File: src/rtl/mux_3input_arbiter_pkg.sv
// Shared encodings for the 3-input operand-mux arbiter: mux select codes,
// one-hot grant constants, FSM state codes and small index helpers.
package mux_3input_arbiter_pkg;

    localparam logic [1:0] OP_A = 2'b00;
    localparam logic [1:0] OP_B = 2'b01;
    localparam logic [1:0] OP_C = 2'b10;

    localparam logic [2:0] GNT_NONE = 3'b000;
    localparam logic [2:0] GNT_A    = 3'b001;
    localparam logic [2:0] GNT_B    = 3'b010;
    localparam logic [2:0] GNT_C    = 3'b100;

    typedef enum logic {
        ST_IDLE    = 1'b0,
        ST_GRANTED = 1'b1
    } state_e;

    // Requester index uses the same encoding as Op (A=0, B=1, C=2).
    function automatic logic [1:0] next_idx(input logic [1:0] idx);
        case (idx)
            2'd0:    return 2'd1;
            2'd1:    return 2'd2;
            default: return 2'd0;
        endcase
    endfunction

    function automatic logic [1:0] grant_to_op(input logic [2:0] gnt);
        case (gnt)
            GNT_B:   return OP_B;
            GNT_C:   return OP_C;
            default: return OP_A;
        endcase
    endfunction

endpackage

File: src/rtl/mux_3input_arbiter_rr_pick_3.sv
// Combinational round-robin picker: first request set in the order
// ptr, ptr+1, ptr+2 (mod 3), ignoring requesters in the exclude mask.
module rr_pick_3
    import mux_3input_arbiter_pkg::*;
(
    input  logic [2:0] req_i,
    input  logic [1:0] ptr_i,
    input  logic [2:0] excl_i,
    output logic [2:0] win_o,
    output logic       any_o
);

    logic [2:0] cand;
    logic [1:0] idx;

    always_comb begin
        cand  = req_i & ~excl_i;
        win_o = GNT_NONE;
        idx   = (ptr_i == 2'd3) ? 2'd0 : ptr_i;
        for (int k = 0; k < 3; k++) begin
            if (win_o == GNT_NONE && cand[idx]) begin
                win_o[idx] = 1'b1;
            end
            idx = next_idx(idx);
        end
    end

    assign any_o = |cand;

endmodule

File: src/rtl/mux_3input_arbiter.sv
// Round-robin arbiter for the shared 3-input operand mux; all outputs are flops.
// Optional hold-time preemption is built when ARB_TIMEOUT_EN is defined.
module mux_3input_arbiter
    import mux_3input_arbiter_pkg::*;
#(
    parameter int MAX_HOLD = 8,
    parameter int CNT_W    = 4
)
(
    input  logic       CLK,
    input  logic       Reset,
    input  logic [2:0] Req,
    output logic [2:0] Grant,
    output logic [1:0] Op,
    output logic       Valid,
    output logic       Owner_Change
);

    state_e     state_q;
    logic [2:0] grant_q;
    logic [1:0] op_q;
    logic       valid_q;
    logic       owner_change_q;
    logic [1:0] ptr_q;

    logic [1:0] owner_idx;
    logic       owner_req;
    logic [1:0] pick_ptr;
    logic [2:0] pick_excl;
    logic [2:0] pick_win;
    logic       pick_any;
    logic       preempt;

    assign owner_idx = grant_to_op(grant_q);
    assign owner_req = |(Req & grant_q);

    // When idle the pick starts at the stored pointer; on handoff it starts
    // just after the current owner and never re-selects it.
    always_comb begin
        pick_ptr  = ptr_q;
        pick_excl = GNT_NONE;
        if (state_q == ST_GRANTED) begin
            pick_ptr  = next_idx(owner_idx);
            pick_excl = grant_q;
        end
    end

    rr_pick_3 u_pick (
        .req_i  (Req),
        .ptr_i  (pick_ptr),
        .excl_i (pick_excl),
        .win_o  (pick_win),
        .any_o  (pick_any)
    );

`ifdef ARB_TIMEOUT_EN
    localparam logic [CNT_W-1:0] HOLD_SAT = '1;
    localparam logic [CNT_W-1:0] HOLD_LIM = CNT_W'(MAX_HOLD - 1);

    logic [CNT_W-1:0] hold_q;
    logic [CNT_W-1:0] hold_d;

    assign preempt = (hold_q == HOLD_LIM) && pick_any;

    always_comb begin
        hold_d = '0;
        if (state_q == ST_GRANTED && owner_req && !preempt) begin
            hold_d = (hold_q == HOLD_SAT) ? hold_q : hold_q + 1'b1;
        end
    end

    always_ff @(posedge CLK) begin
        if (Reset) begin
            hold_q <= '0;
        end else begin
            hold_q <= hold_d;
        end
    end
`else
    assign preempt = 1'b0;
`endif

    always_ff @(posedge CLK) begin
        if (Reset) begin
            state_q        <= ST_IDLE;
            grant_q        <= GNT_NONE;
            op_q           <= OP_A;
            valid_q        <= 1'b0;
            owner_change_q <= 1'b0;
            ptr_q          <= 2'd0;
        end else begin
            owner_change_q <= 1'b0;
            case (state_q)
                ST_IDLE: begin
                    if (pick_any) begin
                        grant_q        <= pick_win;
                        op_q           <= grant_to_op(pick_win);
                        valid_q        <= 1'b1;
                        owner_change_q <= 1'b1;
                        state_q        <= ST_GRANTED;
                    end
                end
                default: begin
                    if (!owner_req || preempt) begin
                        ptr_q <= next_idx(owner_idx);
                        if (pick_any) begin
                            grant_q        <= pick_win;
                            op_q           <= grant_to_op(pick_win);
                            owner_change_q <= 1'b1;
                        end else begin
                            // Op keeps its last value so the mux output stays put.
                            grant_q <= GNT_NONE;
                            valid_q <= 1'b0;
                            state_q <= ST_IDLE;
                        end
                    end
                end
            endcase
        end
    end

    assign Grant        = grant_q;
    assign Op           = op_q;
    assign Valid        = valid_q;
    assign Owner_Change = owner_change_q;

endmodule
File: config.mk
export PLATFORM = sky130hd
export DESIGN_NAME = mux_3input_arbiter
export DESIGN_NICKNAME = d
export VERILOG_FILES = /design/src/rtl/mux_3input_arbiter_pkg.sv /design/src/rtl/mux_3input_arbiter_rr_pick_3.sv /design/src/rtl/mux_3input_arbiter.sv
export SDC_FILE = /design/constraint.sdc
export NUM_CORES = 1
export LEC_CHECK = 0
export CAP_MARGIN = 10
export CELL_PAD_IN_SITES_DETAIL_PLACEMENT = 0
export CELL_PAD_IN_SITES_GLOBAL_PLACEMENT = 1
export CORE_UTILIZATION = 36
export CTS_CLUSTER_DIAMETER = 200
export CTS_CLUSTER_SIZE = 30
export DETAILED_ROUTE_END_ITERATION = 8
export GPL_TIMING_DRIVEN = 1
export HOLD_SLACK_MARGIN = 0.08
export PLACE_DENSITY_LB_ADDON = 0.25
export REMOVE_ABC_BUFFERS = 1
export SETUP_SLACK_MARGIN = 0.02
export SLEW_MARGIN = 30
export SYNTH_ARGS = -nofsm -noshare
export SYNTH_HDL_FRONTEND = slang
export SYNTH_SLANG_ARGS = --single-unit
File: constraint.sdc
create_clock -name CLK -period 2.9 [get_ports CLK]
set_clock_uncertainty 0.2 [all_clocks]
set_input_delay 0.87 -clock CLK [delete_from_list [all_inputs] [get_ports CLK]]
set_output_delay 0.87 -clock CLK [all_outputs]
set_load 0.05 [all_outputs]
==> impl_metrics.yaml <==
run_status:
  status: "finished clean"
floorplanning:
  die_width_um: 51.64
  pin_count: 12
  start_util_pct: 38.98
  die_area_um2: 2667
  die_h_um: 51.64
  core_um2: 2276
  rows: 17
place:
  io_buffers: 11
  dp.cells: 154
  gp_congestion: 0.8528
  place_hpwl_mm: 1.723
global_route:
  first_global_vias: 827
  grt_max_degree: 14
  met1_usage_pct: 21.49
  busiest_layer: "met2"
  globalRouteTotalUtil_pct: 17.54
  antenna_found_initial: 0
  grt_pass1_wl_mm: 3.519
  grt_use_met2_pct: 30.74
  use_met3_pct: 1.754
  grt-ovfl-total: 0
flow_run:
  cap_violations: 0
clock_tree:
  clockRootBuffer: "clkbuf_4"
  hold_buffers: 0
  insertion_delay_ns: 0.26
  cts_made_buffers: 3
  htree_levels: 1
  clk_path_buf_depth: 2
  clk_pin_slew_worst_paths_ns: 0.05
  clock-sinks: 10
  tritoncts: "built"
synthesis:
  async_flop_share_pct: 0
  yosysMostFrequentCell: "dfxtp_1"
  syn_area_per_cell_um2: 8.291
  ys_warn_count: 0
  ys_ff_latch: 10
  synth.cell_area_um2: 887.1
  syn-instance-count: 107
  synth_edf_count: 0
  ys_seq_area_share_pct: 22.57
  netlist.area_leader.share_pct: 22.57
  yosys.area.top_type: "dfxtp_1"
  synth_common_cells: "10 x dfxtp_1, 9 x a21oi_1, 9 x nor2_1"
  synthFlopType: "dfxtp_1"
  yosys-top-cells-area: "dfxtp_1 23%, ha_1 5.6%, a21oi_1 5.1%"
  synth_cell_type_count: 46
sta:
  hold_viol: 0
  worstMarginPinSlew_ns: 0.4972
  rsz0062_at_grt: "no"
  maxSlewViolCount: 0
  final.min_clock_period_ns: 2.738
  setup-violations-final: 0
  holdWs_ns: 0.2881
  max_freq_mhz: 365.3
  finalCritPeriodShare_pct: 94.40
  max_slew_margin_pct: 66.75
route:
  drcViolationCount: 0
  first_pass_iters: 5
  wire_per_inst_um: 14.46
  drt-total-wl_mm: 2.271
  drt-initial-drc-count: 28
  via_count: 900
  ant_nets: 0
  post_drt_via_cell_ratio: 5.732
worst_setup_path:
  end_kind: "flip-flop"
  r2r-start: "Grant[1]"
  path_max_fanout: 6
  regToRegSetupSlack_ns: 0.16
  worstSetupPathType: "flip-flop to flip-flop"
  cp-startpoint: "Grant[1]"
  cp.arrival_ns: 2.69
  cp.required_ns: 2.85
  start_kind: "flip-flop"
finish:
  finish.utilization_pct: 49.37
  final_cell_count_no_fill: 157
  drive_gt1_share_pct: 26.36
  nets: 140
  syn_to_final_growth_pct: 26.66
  antenna_cells: 0
min_path:
  min_from: "Valid"
  holdCritPathClass: "flip-flop to flip-flop"
power:
  p_per_area_nw_per_um2: 794.7
  ir_drop_v: 0.0004160
  finalPower_mw: 0.8930
  leakage_nw: 0.4659
-- routing by layer --
metal	wire, um	vias up
li1	-	447
met1	1069	421
met2	1105	27
met3	69	5
met4	27	0
met5	0	-
-- path summary, 6_finish.rpt --
path / end / cells after the start
worst max-delay path: Op[1] / 9
worst min-delay path: Valid / 2
worst max register to register: Op[1] / 9
worst min register to register: Valid / 2
-- power by group --
group / total [mW] / switching (mW) / internal, mW
Combinational: 0.617 / 0.356 / 0.260
Clock: 0.0870 / 0.0396 / 0.0475
Sequential: 0.189 / 0.0216 / 0.167
Total: 0.893 / 0.418 / 0.475
-- what timing repair did --
| item | CTS | global route |
|---|---|---|
| buffers inserted | 0 | 0 |
| setup endpoints to repair | 0 | 3 |
| gates resized for setup | 0 | 3 |
-- metrics by stage --
stage,TNS [ns],setup WS [ns],cell area [um2]
floorplan,-0.2022,-0.1250,828.3
global placement,-0.2809,-0.1076,1086
detailed placement,-0.1260,-0.06470,1086
CTS,0,0.08539,1109
global route,0,0.02961,1124
finish,0,0.1623,1124
-- registers in the layout (all words and copies together), names as in the netlist --
name and cells:
ptr_q 2, state_q 1, Owner_Change 1, Op 2, Valid 1, Grant 3
-- layout make-up --
type	instances	area (um2)
Inverter	6	22.52
Multi-Input combinational cell	84	620.6
Sequential cell	10	200.2
Fill cell	218	1152
Tap cell	28	35.03
Clock buffer	3	22.52
Timing Repair Buffer	26	222.7
-- kinds of logic (layout without fill, tap and decap cells) --
logic type | after synthesis | in the layout | share of synthesized area (%)
multiplexers | 7 | 7 | 8.885
AND/OR/NAND/NOR | 32 | 32 | 17.77
buffers and inverters | 13 | 35 | 9.167
AO/OA/AOI/OAI | 40 | 40 | 34.98
adder cells (fa/ha/maj) | 4 | 4 | 5.642
XOR/XNOR | 1 | 1 | 0.9875
flip-flops | 10 | 10 | 22.57
-- critical path: stages (launching register included) --
cell       delay [ns]
dfxtp_1          0.37
nor3b_1          0.25
mux2_2           0.24
ha_1             0.30
mux2_2           0.37
a21oi_1          0.16
a21oi_1          0.10
a2111oi_2        0.30
nor2_2           0.12
a32o_1           0.22
-- cells in the final DEF, fill, tap and decap left out, drive strengths merged, types with 3 or more instances in the layout --
master,count
a21boi,3
clkdlybuf4s50,11
a21oi,10
mux2i,3
ha,4
clkbuf,3
nand2,6
nor3,3
inv,6
nor2,10
dfxtp,10
nand3,3
o21ai,5
mux2,4
buf,15
Note: power is estimated with default switching activity, not from simulation.
